`src/rtl/input_conditioner_pkg.sv`:
```
// Shared constants and helpers for the input conditioner.
// Debounce length is derived from clock rate and a time in ms.
package input_cond_pkg;

    localparam int CLK_HZ          = 25_000_000;
    localparam int DEBOUNCE_MS     = 10;
    localparam int SYNC_STAGES_DEF = 2;
    localparam int N_CH_DEF        = 13;

    function automatic int debounce_cycles(
        input int clk_hz,
        input int ms
    );
        return (clk_hz / 1000) * ms;
    endfunction

endpackage

```
`src/rtl/input_conditioner_if.sv`:
```
// Pin/level bundle between the raw pads and the conditioned consumers.
// master drives the pins, slave is the conditioner.
interface input_conditioner_if
    import input_cond_pkg::*;
#(
    parameter int N_CH = N_CH_DEF
);

    logic [N_CH-1:0] pin_in;
    logic [N_CH-1:0] level;
    logic [N_CH-1:0] rise;
    logic [N_CH-1:0] fall;
    logic            any_rise;

    modport master (
        output pin_in,
        input  level,
        input  rise,
        input  fall,
        input  any_rise
    );

    modport slave (
        input  pin_in,
        output level,
        output rise,
        output fall,
        output any_rise
    );

endinterface

```
`src/rtl/input_conditioner_debounce_channel.sv`:
```
// One conditioned bit: synchronizer, debounce counter, level, edges.
// rise_d is the next-cycle rise so the parent can register any_rise.
module debounce_channel
    import input_cond_pkg::*;
#(
    parameter int SYNC_STAGES     = SYNC_STAGES_DEF,
    parameter int DEBOUNCE_CYCLES = 8,
    parameter bit INVERT          = 1'b0
) (
    input  logic clk,
    input  logic rst_n,
    input  logic pin,
    output logic level,
    output logic rise,
    output logic fall,
    output logic rise_d
);

    localparam int CW = $clog2(DEBOUNCE_CYCLES + 1);
    localparam logic [CW-1:0] CNT_MAX = CW'(DEBOUNCE_CYCLES - 1);

    if (SYNC_STAGES < 2) begin : g_bad_sync
        $error("debounce_channel: SYNC_STAGES must be >= 2");
    end
    if (DEBOUNCE_CYCLES < 1) begin : g_bad_deb
        $error("debounce_channel: DEBOUNCE_CYCLES must be >= 1");
    end

    logic [SYNC_STAGES-1:0] sync_q;
    logic [CW-1:0]          cnt_q;
    logic [CW-1:0]          cnt_d;
    logic                   cond;
    logic                   differ;
    logic                   toggle;
    logic                   fall_d;

    // Reset to the idle pin value so release never looks like an edge
    always_ff @(posedge clk or negedge rst_n) begin
        if (!rst_n) begin
            sync_q <= {SYNC_STAGES{INVERT}};
        end else begin
            sync_q <= {sync_q[SYNC_STAGES-2:0], pin};
        end
    end

    always_comb begin
        cond   = sync_q[SYNC_STAGES-1] ^ INVERT;
        differ = (cond != level);
        toggle = differ && (cnt_q == CNT_MAX);
        rise_d = toggle & ~level;
        fall_d = toggle & level;
        cnt_d  = cnt_q;
        unique case (1'b1)
            !differ: cnt_d = '0;
            toggle:  cnt_d = '0;
            default: cnt_d = cnt_q + CW'(1);
        endcase
    end

    always_ff @(posedge clk or negedge rst_n) begin
        if (!rst_n) begin
            cnt_q <= '0;
            level <= 1'b0;
            rise  <= 1'b0;
            fall  <= 1'b0;
        end else begin
            cnt_q <= cnt_d;
            level <= level ^ toggle;
            rise  <= rise_d;
            fall  <= fall_d;
        end
    end

endmodule

```
`src/rtl/input_conditioner.sv`:
```
// N_CH independent debounced inputs plus a registered any_rise flag.
// Defaults give a 10 ms debounce at 25 MHz.
module input_conditioner
    import input_cond_pkg::*;
#(
    parameter int              N_CH            = N_CH_DEF,
    parameter int              SYNC_STAGES     = SYNC_STAGES_DEF,
    parameter int              DEBOUNCE_CYCLES =
        debounce_cycles(CLK_HZ, DEBOUNCE_MS),
    parameter logic [N_CH-1:0] INVERT_MASK     = '0
) (
    input  logic                clk,
    input  logic                rst_n,
    input_conditioner_if.slave  io
);

    if (N_CH < 1) begin : g_bad_nch
        $error("input_conditioner: N_CH must be >= 1");
    end
    if (SYNC_STAGES < 2) begin : g_bad_sync
        $error("input_conditioner: SYNC_STAGES must be >= 2");
    end
    if (DEBOUNCE_CYCLES < 1) begin : g_bad_deb
        $error("input_conditioner: DEBOUNCE_CYCLES must be >= 1");
    end

    logic [N_CH-1:0] level_w;
    logic [N_CH-1:0] rise_w;
    logic [N_CH-1:0] fall_w;
    logic [N_CH-1:0] rise_d_w;
    logic            any_rise_q;

    for (genvar i = 0; i < N_CH; i++) begin : g_ch
        debounce_channel #(
            .SYNC_STAGES     (SYNC_STAGES),
            .DEBOUNCE_CYCLES (DEBOUNCE_CYCLES),
            .INVERT          (INVERT_MASK[i])
        ) u_ch (
            .clk    (clk),
            .rst_n  (rst_n),
            .pin    (io.pin_in[i]),
            .level  (level_w[i]),
            .rise   (rise_w[i]),
            .fall   (fall_w[i]),
            .rise_d (rise_d_w[i])
        );
    end

    always_ff @(posedge clk or negedge rst_n) begin
        if (!rst_n) begin
            any_rise_q <= 1'b0;
        end else begin
            any_rise_q <= |rise_d_w;
        end
    end

    assign io.level    = level_w;
    assign io.rise     = rise_w;
    assign io.fall     = fall_w;
    assign io.any_rise = any_rise_q;

endmodule

```
`src/flat_wrapper.sv`:
```
// flat-port wrapper written by rule: the top's interface ports become plain ports
module input_conditioner_flat import input_cond_pkg::*;
#(
    parameter int              N_CH            = N_CH_DEF,
    parameter int              SYNC_STAGES     = SYNC_STAGES_DEF,
    parameter int              DEBOUNCE_CYCLES =
        debounce_cycles(CLK_HZ, DEBOUNCE_MS),
    parameter logic [N_CH-1:0] INVERT_MASK     = '0
)
  (clk, rst_n, io_pin_in, io_level, io_rise, io_fall, io_any_rise);
  input_conditioner_if #(.N_CH(N_CH)) io_i ();
  input  logic clk;
  input  logic rst_n;
  input wire logic [$bits(io_i.pin_in)-1:0] io_pin_in;
  output wire logic [$bits(io_i.level)-1:0] io_level;
  output wire logic [$bits(io_i.rise)-1:0] io_rise;
  output wire logic [$bits(io_i.fall)-1:0] io_fall;
  output wire logic [$bits(io_i.any_rise)-1:0] io_any_rise;
  assign io_i.pin_in = io_pin_in;
  assign io_level = io_i.level;
  assign io_rise = io_i.rise;
  assign io_fall = io_i.fall;
  assign io_any_rise = io_i.any_rise;
  input_conditioner #(.N_CH(N_CH), .SYNC_STAGES(SYNC_STAGES), .DEBOUNCE_CYCLES(DEBOUNCE_CYCLES), .INVERT_MASK(INVERT_MASK)) u_core (.clk(clk), .rst_n(rst_n), .io(io_i));
endmodule
```
`config.mk`:
```
export PLATFORM = sky130hd
export DESIGN_NAME = input_conditioner_flat
export DESIGN_NICKNAME = d
export VERILOG_FILES = /design/src/rtl/input_conditioner_pkg.sv /design/src/rtl/input_conditioner_if.sv /design/src/rtl/input_conditioner_debounce_channel.sv /design/src/rtl/input_conditioner.sv /design/src/flat_wrapper.sv
export SDC_FILE = /design/constraint.sdc
export NUM_CORES = 1
export LEC_CHECK = 0
export BUFFER_PORTS_ARGS = -buffer_cell sky130_fd_sc_hd__buf_2
export CORE_UTILIZATION = 25
export DETAILED_ROUTE_END_ITERATION = 8
export PLACE_DENSITY = 0.41
export SYNTH_ARGS = -nofsm -noshare
export SYNTH_HDL_FRONTEND = slang
export SYNTH_SLANG_ARGS = --single-unit
```
`constraint.sdc`:
```
create_clock -name clk -period 2.9 [get_ports clk]
set_input_delay 0.58 -clock clk [delete_from_list [all_inputs] [get_ports clk]]
set_output_delay 0.58 -clock clk [all_outputs]
set_load 0.05 [all_outputs]
```
Word level (Yosys, flattened, before mapping)
Index checks and enable logic that the tools add are counted.

cells by class
  $add $sub $neg = 13
  equality and inequality tests = 26
  mux-type cells = 13
  bitwise gates (word level) = 52
  reduce and logical (&&, ||, !) cells = 40

operator list
  cell                     number
  $add A18 B1 Y18 const B  13
  $eq A18 B18 Y1 const B   13
  $mux W18                 13
  $and A1 B1 Y1            26
  $reduce_or A2 Y1         13
  $logic_and A1 B1 Y1      13
  $logic_not A1 Y1         13
  $ne A1 B1 Y1             13
  $not A1 Y1               13
  $reduce_or A13 Y1        1
  $xor A1 B1 Y1            13

word-level totals
  bits in registers = 300
  input port bits = 15
  output and inout bits = 40
  word-level logic and storage cells = 210

Longest topological paths before layout
Gate-level depths: netlist of the first run.

  depth in word-level cells = 4
  mapped depth = 7
  mapped depth without buffers = 6

By module
A second synthesis of the first run with hierarchy kept.

unflattened totals
  cells, all modules = 1,293
  area total of the unflattened synthesis = 13,780.7 µm²

by module, submodules not included
  module             times used  cells each  area each (µm²)  seq. area each (µm²)
  debounce_channel   13          99          1,056.0          575.6
  input_conditioner  1           6           52.6             25.0

Worst setup path before layout of the first run
No wires, ideal clock.

  kind = reg-to-reg
  from = register u_core.g_ch[3].u_ch.cnt_q[0]
  to = register u_core.any_rise_q, in the netlist u_core.io.any_rise
  library setup time = 139 ps
  data arrival time = 1,972 ps
  required time = 2,761 ps
  path slack = 789 ps
  stages on the path, launching flop included = 7
  buffers on the path = 0
  period minus slack after synthesis = 2,111 ps
  cells stage by stage = dfrtp_1 ha_1 and3_1 nand3_1 nor4b_1 or4_1 or4_1

between the ends
  cells in the longest elaborated chain, start to end = 4

ends and longest elaborated chain
  what                                  line                                      RTL
  start: declaration                    input_conditioner_debounce_channel.sv:30  logic [CW-1:0] cnt_q;
  start signal: assignment              input_conditioner_debounce_channel.sv:67  cnt_q <= cnt_d;
  $eq A18 B18 Y1                        input_conditioner_debounce_channel.sv:49  toggle = differ && (cnt_q == CNT_MAX);
  $logic_and A1 B1 Y1                   input_conditioner_debounce_channel.sv:49
  $and A1 B1 Y1                         input_conditioner_debounce_channel.sv:50  rise_d = toggle & ~level;
  named net u_core.g_ch[3].u_ch.rise_d  input_conditioner_debounce_channel.sv:16  output logic rise_d
  $reduce_or A13 Y1                     input_conditioner.sv:53                   any_rise_q <= |rise_d_w;
  end signal: assignment                input_conditioner.sv:53
  end: declaration                      input_conditioner.sv:31                   logic any_rise_q;

The timed path passes the listed nets, and every way through them passes these cells.

Worst setup path in the final report of the first run
  from = register u_core.g_ch[5].u_ch.cnt_q[0]
  to = register u_core.any_rise_q, in the netlist u_core.io.any_rise

between the ends
  cells in the longest elaborated chain, start to end = 4

ends and longest elaborated chain
  what                                  line
  start: declaration                    input_conditioner_debounce_channel.sv:30
  start signal: assignment              input_conditioner_debounce_channel.sv:67
  $eq A18 B18 Y1                        input_conditioner_debounce_channel.sv:49
  $logic_and A1 B1 Y1                   input_conditioner_debounce_channel.sv:49
  $and A1 B1 Y1                         input_conditioner_debounce_channel.sv:50
  named net u_core.g_ch[5].u_ch.rise_d  input_conditioner_debounce_channel.sv:16
  $reduce_or A13 Y1                     input_conditioner.sv:53

The timed path passes the listed nets, and every way through them passes these cells.

==> results of run 1 <==
[Yosys cell counts, drive strengths merged]
master	n	area share [%]
and2	5	0.23
and3	47	2.2
and4	16	1.0
and4b	3	0.22
buf	49	2.7
clkbuf	7	0.20
dfrtp	300	55
ha	13	1.2
inv	16	0.44
mux2	12	1.0
nand2	84	2.5
nand2b	4	0.18
nand3	80	3.0
nand3b	4	0.22
nand4	53	2.5
nor2	269	7.5
nor3	22	0.81
nor3b	14	0.78
nor4	20	0.92
nor4b	19	1.2
nor4bb	1	0.074
o211ai	1	0.056
o21ai	1	0.037
o22ai	1	0.046
or2	10	0.46
or3	3	0.14
or4	8	0.44
or4b	3	0.22
xnor2	95	6.1
xor2	126	8.2
[metrics by stage]
stage                     instances  util (%)  cell area (µm²)  hold WS (ns)
final                          2044      29.3            15500        0.0285
after floorplan                1286         -            13500         0.284
after global placement         1980      27.2            14400         0.333
after detailed placement       1980      27.2            14400         0.335
after CTS                      2044      29.3            15500        0.0342
after global routing           2044      29.3            15500        0.0647
[flip-flops by register name, indices dropped and copies added, names as in the netlist, named ones only]
signal,cells
u_core.g_ch.u_ch.cnt_q,234
u_core.g_ch.u_ch.fall,13
u_core.g_ch.u_ch.rise,13
u_core.g_ch.u_ch.sync_q,26
u_core.io.any_rise,1
[worst paths after layout]
path / to / slack [ns] / startpoint / cells after the start
worst max-delay path: u_core.io.any_rise$_DFF_PN0_ / 0.44 / u_core.g_ch[5].u_ch.cnt_q[0]$_DFF_PN0_ / 6
worst min-delay path: u_core.g_ch[6].u_ch.fall$_DFF_PN0_ / 0.03 / rst_n / 1
worst max register to register: u_core.io.any_rise$_DFF_PN0_ / 0.44 / u_core.g_ch[5].u_ch.cnt_q[0]$_DFF_PN0_ / 6
worst min register to register: u_core.g_ch[0].u_ch.sync_q[1]$_DFF_PN0_ / 0.35 / u_core.g_ch[0].u_ch.sync_q[0]$_DFF_PN0_ / 0
max in group asynchronous: u_core.g_ch[11].u_ch.cnt_q[13]$_DFF_PN0_ / 2.01 / rst_n / 2
min in group clk: u_core.g_ch[11].u_ch.sync_q[0]$_DFF_PN0_ / 0.14 / io_pin_in[11] / 1
[power breakdown]
group          internal (mW)  leakage, nW  switching (mW)
Clock                   2.59        0.559            1.79
Sequential              4.25         4.10          0.0580
Combinational         0.0712         2.13           0.174
[routing by layer]
metal | part of all wire (%) | track usage (%) | wire, µm
met2 | 44 | 15.8 | 12100
met1 | 50 | 14.4 | 13900
met4 | 2.2 | 3.85 | 609
met3 | 4.0 | 2.40 | 1110
met5 | 0 | 0 | 0
[logic make-up (layout without fill, tap and decap cells)]
family | count (synthesis) | after routing
buffers and inverters | 72 | 142
xor gates and xnor gates | 221 | 221
muxes | 12 | 12
AOI/OAI and AO/OA | 3 | 3
DFF | 300 | 300
and+or+nand+nor | 665 | 665
adders and majority gates | 13 | 13
[cell usage in the layout (no fill, tap or decap), types with 16 or more instances in the layout]
cell / netlist / layout
dfrtp_1: 300 / 300
nor2_1: 269 / 269
xor2_1: 126 / 126
xnor2_1: 95 / 95
nand2_1: 79 / 79
nand3_1: 78 / 78
nand4_1: 53 / 53
buf_2: 6 / 53
and3_1: 47 / 47
clkbuf_16: 0 / 38
nor3_1: 22 / 22
nor4_1: 20 / 20
nor4b_1: 19 / 19
inv_1: 16 / 16
and4_1: 16 / 16
[final cells by class]
| cell class | count | area, µm² |
|---|---|---|
| clock buffers | 57 | 1090 |
| clock inverters | 7 | 48.8 |
| fillers | 5533 | 37400 |
| inverters | 16 | 60.1 |
| multi-input cells | 914 | 5580 |
| flip-flops and latches | 300 | 7510 |
| well taps | 688 | 861 |
| repair buffers | 62 | 390 |
[worst max-delay path, delay by kind of cell, from the launching register on]
kind	cells	cell delay (ns)
adder cells (fa/ha/maj)	1	0.22
flip-flops	1	0.39
AND/OR/NAND/NOR	5	1.78
==> impl_metrics.csv, run 1 <==
group,metric,value,unit
run,maxCapViolCount,0,
cts,htree_levels,2,
sta,worst_slew_pin_slew,0.983,ns
synth,yosys.area_share.adder,1.20,%
place,hpwl,18200,µm
cts,numClockSinks,300,
worst_setup_path,cp.required,3.36,ns
worst_setup_path,crit_arrival,2.92,ns
cells_and_area,syn_to_final_growth,14.8,%
cts,root_buffer,"clkbuf_16",
grt,track_usage,10.4,%
power,power.total,8.94,mW
sta,fin_crit_sh,84.8,%
sta,fmax,0.406,GHz
floorplan,core_area,0.0530,mm²
power,p_leak,6.79,nW
grt,grt_pass1_wl,47400,µm
routing,drcViolationCount,0,
synth,synth.distinct_cells,38,
synth,synthCells,1286,
power,pwr_density_cell,575,mW/mm²
grt,grt_pass1_vias,9026,
routing,vias_per_cell,4.31,
cts,clock_path_buffers,3,
grt,grt_overflow,0,
worst_setup_path,cp_max_fo,5,
cts,cts_tree,"yes",
worst_setup_path,critPathLaunchType,"register",
worst_setup_path,cpMostUsedCell,"or4_1",
cells_and_area,final_layout_size_suffix_gt1_share,10.6,%
cells_and_area,nNetsFinal,1359,
routing,avgRoutedWirePerCell,13.6,µm
worst_setup_path,criticalPathCategory,"register to register",
cts,cts_hold_buf,0,
routing,drt_iter0_drc,349,
worst_setup_path,critical_path.max_stage_delay,0.77,ns
cts,clock_latency,0.54,ns
sta,finalSetupViolCount,0,
synth,yosys.area_share.simple,24.6,%
cts,cts_made_buffers,37,
cts,path_clk_slew,0.05,ns
synth,yosys_register_bits,300,
synth,ys_warn_count,0,
place,portBuffers,54,
synth,synth_top_family_by_area,"simple AND/OR/NAND/NOR gates",
routing,final_antenna_net_count,0,
synth,post_synth_xor_area_fraction,14.3,%
sta,fin_ws,0.440,ns
floorplan,die_area,0.0551,mm²
floorplan,row_count,84,
cts,post_cts_buffers,0,
cells_and_area,num_antenna_cells,0,
floorplan,ios,55,
routing,wl,27700,µm
sta,slew_headroom,33.5,%
routing,via_count,8806,
worst_setup_path,critical_path.endpoint_type,"register",
sta,fin_crit,2.46,ns
place,dp_slack,0.337,ns
synth,avgSynthCellArea,10.5,µm²
hold_path,hp-class,"primary input to async pin",
cts,ctsResizeCount,0,
floorplan,initial_utilization,25.5,%
sta,hold_violations,0,
worst_setup_path,worstPathCellList,"ha_1 > nand3_2 > or4_1 > nor4b_1 > or4_1 > or4_1",
sta,fin_skew,0.0248,ns
power,ir_drop,0.310,mV
synth,synthMuxAreaShare,0.999,%
sta,drv_slew,0,
synth,synth_area,0.0135,mm²
synth,syn_nets,1314,
grt,antenna_found_initial,1,
status,status,"finished, final reports clean",
worst_setup_path,cp_slowest_cell,"nor4b_1",
synth,synth_compound_area_share,0.139,%
synth,ys_seq_area_share,55.5,%
place,routabilityCongestion,0.731,
sta,setup_tns,0,ns
grt,grt_max_degree,72,
floorplan,die_w,235,µm
routing,drtPass1Iterations,4,
floorplan,die_h,235,µm
sta,rsz0062_at_grt,"no",
No activity file was read; power rests on OpenSTA's default activity.
==> inputs of run 2 (changes only) <==
Settings changed: PLACE_DENSITY 0.41 to 0.42.
Clock period 2.9 ns to 2.2 ns, I/O delays scaled along.
==> run 2 against run 1 <==
Effect of this change: critical path depth stayed put; fmax grew 17%; critical endpoint unchanged; global-route usage rose by 0.26 points; die area did not move; clock skew down 0.016 ns; via count rose by 2.9%; count of clock-buffer cells in the layout increased by 7; worst hold slack improved by 0.040 ns; core utilization rose by 1.2 points; register-to-register slack worse by 0.33 ns.
==> impl_metrics.csv, run 2 (synthesis results as in run 1) <==
group,metric,value,unit
sta,hold_violations,0,
power,intPower,9.77,mW
run,maxCapViolCount,0,
cells_and_area,syn_to_final_growth,19.7,%
routing,vias_per_cell,4.31,
sta,finalSetupViolCount,0,
cells_and_area,final_common_cell,"dfrtp_1",
cts,htree_levels,2,
power,power.total,12.5,mW
sta,fin_crit,2.09,ns
cts,cts_tree,"yes",
cells_and_area,final_cell_mix,"300 x dfrtp_1, 269 x nor2_1, 126 x xor2_1",
routing,via_count,9064,
place,routabilityCongestion,0.760,
cts,clock_path_buffers,3,
grt,grt_overflow,0,
cells_and_area,nNetsFinal,1418,
routing,avgRoutedWirePerCell,13.3,µm
power,p_leak,7.14,nW
grt,grt_max_degree,68,
floorplan,die_h,235,µm
grt,grt_pass1_vias,9585,
cells_and_area,nFillCells,5512,
cts,root_buffer,"clkbuf_16",
cts,numClockSinks,300,
grt,track_usage,10.7,%
floorplan,ios,55,
sta,slew_headroom,53.0,%
cells_and_area,reg_top3,"u_core.g_ch.u_ch.cnt_q (234), u_core.g_ch.u_ch.sync_q (26)",
worst_setup_path,critical_path.endpoint_type,"register",
worst_setup_path,critPathLaunchType,"register",
floorplan,core_area,0.0530,mm²
sta,fin_skew,0.00855,ns
sta,setup_tns,0,ns
cells_and_area,largest_reg_flops,234,
grt,antenna_found_initial,1,
worst_setup_path,crit_arrival,2.57,ns
place,portBuffers,54,
power,seqPwrFrac,45.6,%
worst_setup_path,cp.required,2.67,ns
sta,fin_crit_sh,95.2,%
power,p_clk_share,51.4,%
floorplan,row_count,84,
worst_setup_path,cp_max_fo,3,
routing,drcViolationCount,0,
cts,path_clk_slew,0.06,ns
sta,fmax,0.478,GHz
cells_and_area,top_register,"u_core.g_ch.u_ch.cnt_q",
power,sw_frac_of_total,21.6,%
routing,final_antenna_net_count,0,
routing,drtPass1Iterations,4,
hold_path,hp-class,"primary input to register",
power,ir_drop,0.451,mV
worst_setup_path,r2r_cells,6,
cells_and_area,final_layout_size_suffix_gt1_share,14.1,%
sta,rsz0062_at_grt,"no",
floorplan,die_w,235,µm
grt,grt_pass1_wl,48700,µm
status,status,"finished, final reports clean",
hold_path,whs_path_depth,1,
cells_and_area,num_antenna_cells,0,
place,hpwl,18600,µm
floorplan,die_area,0.0551,mm²
routing,wl,28000,µm
power,pwr_density_cell,769,mW/mm²
power,comb_power_share,3.1,%
cts,cts_made_buffers,39,
sta,drv_slew,0,
cts,clock_latency,0.54,ns
floorplan,initial_utilization,25.5,%
sta,worst_slew_pin_slew,0.695,ns
power,netSwitchingPower,2.69,mW
worst_setup_path,criticalPathCategory,"register to register",
routing,drt_iter0_drc,401,
run 2: changes by cell type in the layout (fill, tap and decap cells not counted), sizes merged:
cell,delta
clkinv,-6
dlygate4sd3,+13
clkbuf,+7
bufinv,+2
buf,+44
run 2: what timing repair did:
action / 4_1_cts / 5_1_grt
gates resized for setup: 2 / 7
hold buffers: 13 / 0
pin swaps: 1 / 2
setup endpoints to repair: 1 / 9
hold endpoints to repair: 45 / 0
setup buffers: 0 / 2
run 2: power groups by stage:
stage | clock network (mW) | registers [mW] | logic, mW
5_1_grt | 6.94 | 5.69 | 0.452
6_report | 6.40 | 5.68 | 0.382
2_1_floorplan | 0 | 5.76 | 0.151
3_5_place_dp | 0 | 5.77 | 0.378
3_3_place_gp | 0 | 5.77 | 0.379
4_1_cts | 6.70 | 5.67 | 0.398
run 2: worst paths after layout:
check | start | to | slack, ns
setup / recovery | u_core.g_ch[12].u_ch.cnt_q[0]$_DFF_PN0_ | u_core.io.any_rise$_DFF_PN0_ | 0.11
hold / removal | io_pin_in[10] | u_core.g_ch[10].u_ch.sync_q[0]$_DFF_PN0_ | 0.07
setup reg to reg | u_core.g_ch[12].u_ch.cnt_q[0]$_DFF_PN0_ | u_core.io.any_rise$_DFF_PN0_ | 0.11
hold reg to reg | u_core.g_ch[6].u_ch.sync_q[0]$_DFF_PN0_ | u_core.g_ch[6].u_ch.sync_q[1]$_DFF_PN0_ | 0.34
max in group asynchronous | rst_n | u_core.g_ch[12].u_ch.cnt_q[10]$_DFF_PN0_ | 1.10
min in group asynchronous | rst_n | u_core.g_ch[6].u_ch.cnt_q[2]$_DFF_PN0_ | 0.40
run 2: cell type report:
cell class              instances  area, µm²  area share, %
flip-flops and latches        300       7510           46.3
well taps                     688        861           5.31
inverters                      16       60.1          0.371
multi-input cells             914       5620           34.7
repair buffers                119        851           5.25
clock inverters                 3       67.6          0.417
clock buffers                  64       1230           7.61
run 2: stage by stage:
step	setup slack (ns)	instance area (µm²)	std cells	utilization [%]	hold slack [ns]
after floorplan	0.0891	13500	1286	-	0.144
after global placement	0.0158	14700	2022	27.8	0.332
after detailed placement	-0.0163	14700	2022	27.8	0.336
after CTS	0.00911	16100	2102	30.5	0.0288
after global routing	0.00210	16200	2104	30.6	0.0435
final	0.106	16200	2104	30.6	0.0685
run 2: per-layer routing:
metal	vias to the layer above	wire, µm	track usage (%)
met5	-	0	0
met2	99	12700	17.0
met4	0	650	3.87
li1	4511	-	-
met1	4407	13500	14.1
met3	47	1170	2.33
run 2: critical path: stages (launching register included):
cell	delay, ns
dfrtp_1	0.39
ha_4	0.15
nand3_1	0.07
or4_1	0.53
or4b_4	0.54
o211ai_1	0.17
or4_1	0.17
==> inputs of run 3 (changes only) <==
Settings changed: PLACE_DENSITY 0.42 to not set.
==> run 3 against run 2 <==
Effect of this change: count of clock-buffer cells in the layout down 27; clock skew is 0.0022 ns higher; fmax shrank 2.5%; sequential share of layout area up 0.44 points; cell count decreased by 0.48%; design area decreased by 0.95%; sequential cell count is the same; die area did not move; global-route usage decreased by 0.98 points; worst hold slack lost 0.048 ns; routed wire length shrank 5.0%; highest routed layer is now met5.
==> impl_metrics.csv, run 3 (synthesis results as in run 1) <==
group,metric,value,unit
status,status,"finished, final reports clean",
grt,grt_max_degree,71,
worst_setup_path,criticalPathCategory,"register to register",
sta,setup_tns,0,ns
cells_and_area,nNetsFinal,1411,
run,maxCapViolCount,0,
cells_and_area,syn_to_final_growth,18.6,%
routing,vias_per_cell,4.36,
grt,grt_overflow,0,
place,portBuffers,54,
power,pwr_density_cell,725,mW/mm²
sta,drv_slew,0,
sta,fmax,0.466,GHz
floorplan,initial_utilization,25.5,%
hold_path,whs_path_depth,1,
cells_and_area,multi_input_area,0.00562,mm²
sta,worst_slew_pin_slew,0.671,ns
place,hpwl,18200,µm
cts,root_buffer,"clkbuf_16",
cells_and_area,top_register,"u_core.g_ch.u_ch.cnt_q",
grt,antenna_found_initial,2,
floorplan,die_h,235,µm
sta,slew_headroom,54.9,%
cells_and_area,seq_area,0.00751,mm²
cts,clock_latency,0.56,ns
cts,clock_path_buffers,3,
worst_setup_path,rr_startpoint,"u_core.g_ch[10].u_ch.cnt_q[1]$_DFF_PN0_",
sta,fin_skew,0.0108,ns
routing,drt_iter0_drc,451,
hold_path,hp-class,"primary input to register",
cells_and_area,largest_reg_flops,234,
worst_setup_path,r2r_slack,0.05,ns
worst_setup_path,cp.required,2.62,ns
floorplan,core_area,0.0530,mm²
routing,via_count,9138,
grt,grt_pass1_wl,45400,µm
floorplan,ios,55,
sta,fin_ws,0.0532,ns
cells_and_area,num_antenna_cells,0,
worst_setup_path,critPathLaunchType,"register",
grt,grt_pass1_vias,9257,
routing,drcViolationCount,0,
worst_setup_path,cp_max_fo,2,
cells_and_area,final_cell_mix,"300 x dfrtp_1, 269 x nor2_1, 126 x xor2_1",
power,p_leak,7.06,nW
worst_setup_path,critical_path.endpoint_type,"register",
worst_setup_path,r2r_end,"u_core.io.any_rise$_DFF_PN0_",
place,dp_slack,-0.0988,ns
place,place_area,0.0148,mm²
sta,hold_violations,0,
cells_and_area,stdcell_area,0.0160,mm²
cts,path_clk_slew,0.06,ns
worst_setup_path,crit_arrival,2.57,ns
routing,avgRoutedWirePerCell,12.7,µm
hold_path,min_from,"io_pin_in[3]",
sta,fin_crit,2.15,ns
cts,htree_levels,1,
hold_path,min_to,"u_core.g_ch[3].u_ch.sync_q[0]$_DFF_PN0_",
worst_setup_path,r2r_cells,7,
floorplan,die_w,235,µm
cells_and_area,nFillCells,5520,
routing,drtPass1Iterations,5,
routing,final_antenna_net_count,0,
power,ir_drop,0.555,mV
sta,fin_crit_sh,97.6,%
cells_and_area,finish.utilization,30.3,%
cells_and_area,reg_top3,"u_core.g_ch.u_ch.cnt_q (234), u_core.g_ch.u_ch.sync_q (26)",
cts,cts_made_buffers,29,
sta,finalSetupViolCount,0,
place,routabilityCongestion,0.780,
cts,numClockSinks,300,
cells_and_area,final_layout_size_suffix_gt1_share,14.2,%
routing,wl,26600,µm
cts,cts_tree,"yes",
cells_and_area,final_common_cell,"dfrtp_1",
floorplan,row_count,84,
floorplan,die_area,0.0551,mm²
grt,track_usage,9.68,%
[run 3: cell count changes in the layout (fill, tap and decap cells not counted), moves of 3 or more]
| cell | before | now |
|---|---|---|
| clkbuf_16 | 41 | 29 |
| clkbuf_8 | 12 | 4 |
| clkbuf_1 | 11 | 4 |
| bufinv_16 | 2 | 7 |
| buf_12 | 4 | 8 |
| clkinv_2 | 0 | 4 |
| clkinvlp_4 | 1 | 4 |
| or4_1 | 7 | 4 |
| or4_4 | 1 | 4 |
[run 3: through the flow]
step / hold WS (ns) / std cells / power [mW]
floorplan: 0.144 / 1286 / 5.91
global placement: 0.334 / 2024 / 6.15
detailed placement: 0.335 / 2024 / 6.16
CTS: 0.00144 / 2089 / 11.8
global route: 0.000746 / 2094 / 12.1
finish: 0.0207 / 2094 / 11.6
[run 3: area by class of cell]
class                      instances  share of cell area [%]
clock buffer                      37                    4.96
clock inverter                    17                    1.73
inverter                          16                   0.374
multi-input combinational        914                    35.0
sequential                       300                    46.8
tap                              688                    5.37
timing repair buffer             122                    5.74
[run 3: where the power goes]
part           switching (mW)  internal (mW)
combinational           0.245          0.155
clock                    2.17           3.38
sequential             0.0758           5.60
total                    2.49           9.14
[run 3: worst max-delay path by stage]
stage                                             from                      endpoint  depth (start not counted)
6_report       u_core.g_ch[10].u_ch.cnt_q[1]$_DFF_PN0_  u_core.io.any_rise$_DFF_PN0_                          7
5_1_grt        u_core.g_ch[10].u_ch.cnt_q[1]$_DFF_PN0_  u_core.io.any_rise$_DFF_PN0_                          7
4_1_cts         u_core.g_ch[4].u_ch.cnt_q[0]$_DFF_PN0_  u_core.io.any_rise$_DFF_PN0_                          7
3_5_place_dp   u_core.g_ch[12].u_ch.cnt_q[0]$_DFF_PN0_  u_core.io.any_rise$_DFF_PN0_                          6
3_3_place_gp   u_core.g_ch[12].u_ch.cnt_q[0]$_DFF_PN0_  u_core.io.any_rise$_DFF_PN0_                          6
2_1_floorplan   u_core.g_ch[3].u_ch.cnt_q[0]$_DFF_PN0_  u_core.io.any_rise$_DFF_PN0_                          6
[run 3: layer usage]
metal | vias to the layer above | global-route usage (%) | wire length, µm
met2 | 125 | 15.3 | 11800
met5 | - | 0 | 13
met1 | 4462 | 13.5 | 13100
met3 | 53 | 1.83 | 946
met4 | 2 | 2.65 | 676
li1 | 4496 | - | -
[run 3: timing repair]
| action | 4_1_cts | 5_1_grt |
|---|---|---|
| pin swaps | 2 | 7 |
| endpoints found under the setup margin | 1 | 3 |
| resized for setup | 4 | 7 |
| hold buffers | 11 | 1 |
| endpoints found under the hold margin | 70 | 1 |
| setup buffers | 0 | 4 |
[run 3: worst max-delay path, stage by stage, from the launching register on]
cell and delay, ns:
dfrtp_1 0.38, ha_2 0.20, nand3_2 0.08, or4_4 0.12, nor4b_1 0.04, buf_4 0.15
or4_4 0.56, or4_1 0.48
